===== config.mk =====
export PLATFORM = sky130hd
export DESIGN_NAME = opc6_mem_arbiter
export DESIGN_NICKNAME = d
export VERILOG_FILES = /design/src/rtl/opc6_arb_pkg.sv /design/src/rtl/opc6_arb_burst_limiter.sv /design/src/rtl/opc6_mem_arbiter.sv
export SDC_FILE = /design/constraint.sdc
export NUM_CORES = 1
export LEC_CHECK = 0
export CAP_MARGIN = 0
export CORE_MARGIN = 5
export CORE_UTILIZATION = 23
export DETAILED_ROUTE_END_ITERATION = 6
export HOLD_SLACK_MARGIN = 0.02
export PLACE_DENSITY = 0.86
export SLEW_MARGIN = 25
export SYNTH_ARGS = -nofsm -noshare
export SYNTH_HDL_FRONTEND = slang
export SYNTH_SLANG_ARGS = --single-unit

===== constraint.sdc =====
create_clock -name clk -period 5.2 [get_ports clk]
set_clock_uncertainty 0.2 [all_clocks]
set_input_delay 0.78 -clock clk [delete_from_list [all_inputs] [get_ports clk]]
set_output_delay 0.78 -clock clk [all_outputs]
set_load 0.05 [all_outputs]

===== src/rtl/opc6_arb_pkg.sv =====
// -----------------------------------------------------------------------------
// opc6_arb_pkg
//   Shared types for the opc6 memory arbiter slice.
//
//   Contents:
//     addr_t       - 16-bit RAM / CPU address
//     word_t       - 16-bit data word
//     arb_state_t  - arbiter FSM state (S_ARB, S_CPU_RD, S_DMA_RD)
//     BURST_CNT_W  - width of the DMA burst counter (fairness build only)
// -----------------------------------------------------------------------------
package opc6_arb_pkg;

    typedef logic [15:0] addr_t;
    typedef logic [15:0] word_t;

    // S_ARB    : arbitration / address phase, a RAM access may be issued
    // S_CPU_RD : data phase of a CPU RAM read
    // S_DMA_RD : data phase of a DMA RAM read
    typedef enum logic [1:0] {
        S_ARB    = 2'd0,
        S_CPU_RD = 2'd1,
        S_DMA_RD = 2'd2
    } arb_state_t;

    localparam int unsigned BURST_CNT_W = 4;

endpackage


===== src/rtl/opc6_arb_burst_limiter.sv =====
// -----------------------------------------------------------------------------
// opc6_arb_burst_limiter
//   Counts DMA grants issued while a CPU memory cycle is waiting and raises
//   o_limit_hit once DMA_BURST_MAX such grants have been made, so that the
//   arbiter hands the next arbitration slot to the CPU.
//
//   Parameters:
//     DMA_BURST_MAX  - DMA grants allowed while the CPU waits (1..15)
//   Ports:
//     i_clk          - system clock
//     i_rst_n        - asynchronous active-low reset (clears the counter)
//     i_arb_cycle    - arbiter is in S_ARB this cycle
//     i_cpu_mem      - CPU is presenting a RAM cycle
//     i_cpu_grant    - CPU won arbitration this cycle
//     i_dma_grant    - DMA won arbitration this cycle
//     o_limit_hit    - burst limit reached, CPU must win the next arbitration
// -----------------------------------------------------------------------------
module opc6_arb_burst_limiter
    import opc6_arb_pkg::*;
#(
    parameter int unsigned DMA_BURST_MAX = 4
) (
    input  logic i_clk,
    input  logic i_rst_n,
    input  logic i_arb_cycle,
    input  logic i_cpu_mem,
    input  logic i_cpu_grant,
    input  logic i_dma_grant,
    output logic o_limit_hit
);

    logic [BURST_CNT_W-1:0] r_count;

    always_ff @(posedge i_clk or negedge i_rst_n) begin
        if (!i_rst_n) begin
            r_count <= '0;
        end else if (i_cpu_grant || (i_arb_cycle && !i_cpu_mem)) begin
            r_count <= '0;
        end else if (i_dma_grant && i_cpu_mem && !o_limit_hit) begin
            r_count <= r_count + 1'b1;
        end
    end

    assign o_limit_hit = (r_count == BURST_CNT_W'(DMA_BURST_MAX));

endmodule


===== src/rtl/opc6_mem_arbiter.sv =====
// -----------------------------------------------------------------------------
// opc6_mem_arbiter
//   Shares one synchronous single-port 64Kx16 RAM between the opc6 CPU and a
//   DMA master. CPU bus cycles are paced through cpu_clken: RAM reads take an
//   address phase (clken=0) and a data phase (clken=1); RAM writes, I/O and
//   idle cycles complete in one clock. DMA transfers are slotted into S_ARB
//   cycles; DMA reads return data one clock after dma_gnt, DMA writes ack in
//   the grant cycle.
//
//   Build option:
//     OPC6_ARB_FAIRNESS_EN - when defined, DMA may win at most DMA_BURST_MAX
//                            consecutive arbitrations while the CPU waits.
//                            When undefined, DMA has absolute priority.
//
//   Parameters:
//     DMA_BURST_MAX  - DMA burst limit under fairness (1..15)
//   Ports:
//     clk, reset_b                         - clock, async active-low reset
//     cpu_vpa/vda/vio/rnw                  - CPU cycle qualifiers
//     cpu_address, cpu_dout, cpu_din       - CPU address / write / read data
//     cpu_clken                            - CPU clock enable
//     dma_req/rnw/address/wdata            - DMA request
//     dma_gnt, dma_ack, dma_rdata          - DMA grant / completion / data
//     mem_ce/we/address/wdata, mem_rdata   - RAM port (rdata one clk late)
//     io_ce, io_we, io_rdata               - I/O strobes and read data
// -----------------------------------------------------------------------------
module opc6_mem_arbiter
    import opc6_arb_pkg::*;
#(
    parameter int unsigned DMA_BURST_MAX = 4
) (
    input  logic  clk,
    input  logic  reset_b,

    input  logic  cpu_vpa,
    input  logic  cpu_vda,
    input  logic  cpu_vio,
    input  logic  cpu_rnw,
    input  addr_t cpu_address,
    input  word_t cpu_dout,
    output word_t cpu_din,
    output logic  cpu_clken,

    input  logic  dma_req,
    input  logic  dma_rnw,
    input  addr_t dma_address,
    input  word_t dma_wdata,
    output logic  dma_gnt,
    output logic  dma_ack,
    output word_t dma_rdata,

    output logic  mem_ce,
    output logic  mem_we,
    output addr_t mem_address,
    output word_t mem_wdata,
    input  word_t mem_rdata,

    output logic  io_ce,
    output logic  io_we,
    input  word_t io_rdata
);

    if ((DMA_BURST_MAX == 0) || (DMA_BURST_MAX > 15)) begin : g_bad_burst_max
        $error("opc6_mem_arbiter: DMA_BURST_MAX must be in 1..15");
    end

    arb_state_t r_state;
    arb_state_t w_state_nxt;

    logic w_cpu_mem;
    logic w_cpu_io;
    logic w_in_arb;
    logic w_limit_hit;
    logic w_dma_win;
    logic w_cpu_win;

    assign w_cpu_mem = (cpu_vpa | cpu_vda) & ~cpu_vio;
    assign w_cpu_io  = cpu_vda & cpu_vio;
    assign w_in_arb  = (r_state == S_ARB);

    // DMA wins unless the burst limit is reached while the CPU waits.
    assign w_dma_win = w_in_arb & dma_req & (~w_limit_hit | ~w_cpu_mem);
    assign w_cpu_win = w_in_arb & w_cpu_mem & ~w_dma_win;

`ifdef OPC6_ARB_FAIRNESS_EN
    opc6_arb_burst_limiter #(
        .DMA_BURST_MAX (DMA_BURST_MAX)
    ) u_burst_limiter (
        .i_clk       (clk),
        .i_rst_n     (reset_b),
        .i_arb_cycle (w_in_arb),
        .i_cpu_mem   (w_cpu_mem),
        .i_cpu_grant (w_cpu_win),
        .i_dma_grant (w_dma_win),
        .o_limit_hit (w_limit_hit)
    );
`else
    assign w_limit_hit = 1'b0;
`endif

    always_ff @(posedge clk or negedge reset_b) begin
        if (!reset_b) begin
            r_state <= S_ARB;
        end else begin
            r_state <= w_state_nxt;
        end
    end

    always_comb begin
        // I/O and idle cycles run at full speed in every state; a RAM cycle
        // stalls unless a branch below completes it.
        w_state_nxt = r_state;
        cpu_clken   = ~w_cpu_mem;
        cpu_din     = w_cpu_io ? io_rdata : '0;
        io_ce       = w_cpu_io;
        io_we       = w_cpu_io & ~cpu_rnw;
        mem_ce      = 1'b0;
        mem_we      = 1'b0;
        mem_address = '0;
        mem_wdata   = '0;
        dma_gnt     = 1'b0;
        dma_ack     = 1'b0;
        dma_rdata   = '0;

        case (r_state)
            S_ARB: begin
                if (w_dma_win) begin
                    dma_gnt     = 1'b1;
                    mem_ce      = 1'b1;
                    mem_address = dma_address;
                    if (dma_rnw) begin
                        w_state_nxt = S_DMA_RD;
                    end else begin
                        mem_we    = 1'b1;
                        mem_wdata = dma_wdata;
                        dma_ack   = 1'b1;
                    end
                end else if (w_cpu_win) begin
                    mem_ce      = 1'b1;
                    mem_address = cpu_address;
                    if (cpu_rnw) begin
                        w_state_nxt = S_CPU_RD;
                    end else begin
                        mem_we    = 1'b1;
                        mem_wdata = cpu_dout;
                        cpu_clken = 1'b1;
                    end
                end
            end
            S_CPU_RD: begin
                cpu_din     = mem_rdata;
                cpu_clken   = 1'b1;
                w_state_nxt = S_ARB;
            end
            S_DMA_RD: begin
                dma_ack     = 1'b1;
                dma_rdata   = mem_rdata;
                w_state_nxt = S_ARB;
            end
            default: begin
                w_state_nxt = S_ARB;
            end
        endcase

        // Reset overrides everything: the CPU reset synchroniser needs clken,
        // and nothing may strobe the RAM, I/O or DMA master.
        if (!reset_b) begin
            w_state_nxt = S_ARB;
            cpu_clken   = 1'b1;
            cpu_din     = '0;
            io_ce       = 1'b0;
            io_we       = 1'b0;
            mem_ce      = 1'b0;
            mem_we      = 1'b0;
            mem_address = '0;
            mem_wdata   = '0;
            dma_gnt     = 1'b0;
            dma_ack     = 1'b0;
            dma_rdata   = '0;
        end
    end

endmodule


==> results.yml, run 1 <==
run_status:
  status: "completed"
sta:
  worst_slack_ps: 742
  fmax_mhz: 224
  hold_viol_final: 0
  fin_hold_ws_ps: 732
  rsz0062_at_grt: "false"
  tns_ps: 0
  post-route-period-util: 0.857
  maxSlewViolCount: 0
  tightest_slew_ps: 627
  post-route-min-period_ps: 4460
  setup_violations: 0
  max-slew-margin-rel: 0.580
routing:
  drt_first_pass_iters: 4
  drt-vias-per-instance: 4.94
  drtIter0Drc: 57
  vias: 1900
  drt_wl_total_um: 6520
  wl_per_cell_um: 16.9
  ant_nets: 0
  drc: 0
cts:
  cts_tree: "done"
  clkTransAtPathRegs_ps: 30
  cts_setup_buffers: 0
  clock_path_buffers: 2
  cts_made_buffers: 3
  ctsResizeCount: 0
  cts_root_buf: "clkbuf_8"
  ctsHoldBuffers: 0
  htreeDepth: 1
  cts_sinks: 2
  clk_latency_ps: 210
power:
  power_uw: 323
  p_leak_uw: 0.00102
  peakVddDrop_mv: 0.0713
  power.density_nw_per_um2: 115
synthesis:
  async_flop_share: 1.00
  synth_nets: 277
  synth_largest_area_cell: "nand3_1"
  synth_area_per_cell_sq_um: 5.95
  ys_types: 26
  synth-edff-count: 0
  synth-seq-cells: 2
  ys_seq_area_frac: 0.0486
  synth_top_area_share: 0.156
  synth_area_sq_um: 1030
  postSynthCellCount: 173
  yosys_warnings: 0
  synth_ff_type: "dfrtp_1"
  synth.area.top_cells: "nand3_1, nand2_1, and2_1"
die:
  start_util: 0.236
  dieArea_sq_um: 5920
  core_area_sq_um: 4350
  die_h_um: 76.9
  row_count: 24
  die_w_um: 76.9
  io_pins: 175
cells_and_area:
  layout.nets: 439
  layout-drive-gt1-share: 0.0420
  final_common_cell: "clkdlybuf4s50_1"
  diodes: 0
  largest_reg_flops: 2
  top_regs: "r_state: 2 flops"
  fin_util: 0.643
  max_flop_register: "r_state"
  layout_common_cells: "clkdlybuf4s50_1, nand2_1, nand3_1, and2_1, a21oi_1"
  areaGrowthSynthToFinish_pct: 172
setup_path:
  startpoint_type: "input pin"
  path_class: "input pin to output pin"
  worstPathRequired_ps: 4220
  cp_data_arrival_time_ps: 3480
  crit_fanout: 22
  crit_path_end_kind: "output pin"
place:
  numPortBuffers: 174
  dp_hpwl_um: 5380
  place.gp.congestion: 0.847
  pre_cts_slack_ps: 752
global_routing:
  antenna_found_initial: 0
  grt_pass1_wl_um: 9500
  grt_use_total: 0.199
  grt_overflow_total: 0
  grt_pass1_vias: 1779
  grt_max_degree: 23
hold_path:
  worstHoldPathType: "input pin to asynchronous set/reset pin"
job:
  maxCapViolCount: 0
path summary, 6_finish.rpt:
path	from	end	slack, ps	cells past startpoint
setup / recovery	reset_b	mem_wdata[3]	740	5
hold / removal	reset_b	r_state[0]$_DFFE_PN0P_	730	2
setup reg to reg	r_state[0]$_DFFE_PN0P_	r_state[1]$_DFFE_PN0P_	3660	3
hold reg to reg	r_state[0]$_DFFE_PN0P_	r_state[0]$_DFFE_PN0P_	810	2
max in group asynchronous	reset_b	r_state[1]$_DFFE_PN0P_	3890	2
min in group clk	r_state[0]$_DFFE_PN0P_	r_state[0]$_DFFE_PN0P_	810	2
synth_stat cells, types with 2 or more instances:
master / n
a21boi_1: 2
clkbuf_1: 13
a22o_2: 4
nor2b_1: 3
dfrtp_1: 2
nand2_1: 32
nor2_1: 7
a22o_1: 12
a21boi_0: 14
a21oi_1: 17
and3b_1: 2
buf_2: 3
and2_1: 18
nand3_1: 32
final cells by class:
class / instances / area [sq um]
Timing Repair Buffer: 176 / 1760
Clock buffer: 3 / 41.3
Tap cell: 52 / 65.1
Sequential cell: 2 / 50.0
Multi-Input combinational cell: 151 / 885
Fill cell: 418 / 1550
Inverter: 1 / 3.75
power breakdown:
part	total [uW]	internal [uW]	switching, uW
clock	59.6	48.8	10.8
combinational	246	119	127
sequential	16.9	16.2	0.745
stage by stage:
step           cells  instance area (sq um)
2_1_floorplan    173                   1030
3_3_place_gp     382                   2760
3_5_place_dp     382                   2760
4_1_cts          385                   2800
5_1_grt          385                   2800
6_report         385                   2800
layer usage:
metal | part of all wire | routed length [um] | track usage | vias to the layer above
met5 | 0 | 0 | 0 | -
met4 | 0.017 | 110 | 0.0699 | 0
met3 | 0.087 | 567 | 0.0480 | 8
met2 | 0.52 | 3400 | 0.371 | 96
met1 | 0.37 | 2440 | 0.214 | 860
li1 | - | - | - | 936
cell families after synthesis:
| logic type | count (synthesis) | share of synthesized area |
|---|---|---|
| DFF | 2 | 0.0486 |
| buffers and inverters | 20 | 0.0948 |
| AOI/OAI and AO/OA | 51 | 0.357 |
| and+or+nand+nor | 100 | 0.499 |
critical path: stages:
cell and delay [ps]:
clkdlybuf4s50_1 480, or3b_4 510, and3b_1 630, a22o_1 240
clkdlybuf4s50_1 820
No activity file was read; power rests on OpenSTA's default activity.
==> inputs of run 2 (changes only) <==
--- a/config.mk
+++ b/config.mk
@@ -8,9 +8,12 @@
 export CAP_MARGIN = 0
 export CORE_MARGIN = 5
 export CORE_UTILIZATION = 23
+export CTS_CLUSTER_SIZE = 14
 export DETAILED_ROUTE_END_ITERATION = 6
+export GPL_ROUTABILITY_DRIVEN = 0
 export HOLD_SLACK_MARGIN = 0.02
 export PLACE_DENSITY = 0.86
+export SETUP_SLACK_MARGIN = 0.02
 export SLEW_MARGIN = 25
 export SYNTH_ARGS = -nofsm -noshare
 export SYNTH_HDL_FRONTEND = slang
==> results of run 2 <==
The final DEF is identical to that of run 1; final timing and power are the same.
==> inputs of run 3 (changes only) <==
--- a/config.mk
+++ b/config.mk
@@ -14,6 +14,7 @@
 export HOLD_SLACK_MARGIN = 0.02
 export PLACE_DENSITY = 0.86
 export SETUP_SLACK_MARGIN = 0.02
+export SKIP_LAST_GASP = 1
 export SLEW_MARGIN = 25
 export SYNTH_ARGS = -nofsm -noshare
 export SYNTH_HDL_FRONTEND = slang
==> results of run 3 <==
The final DEF is identical to that of run 1; final timing and power are the same.
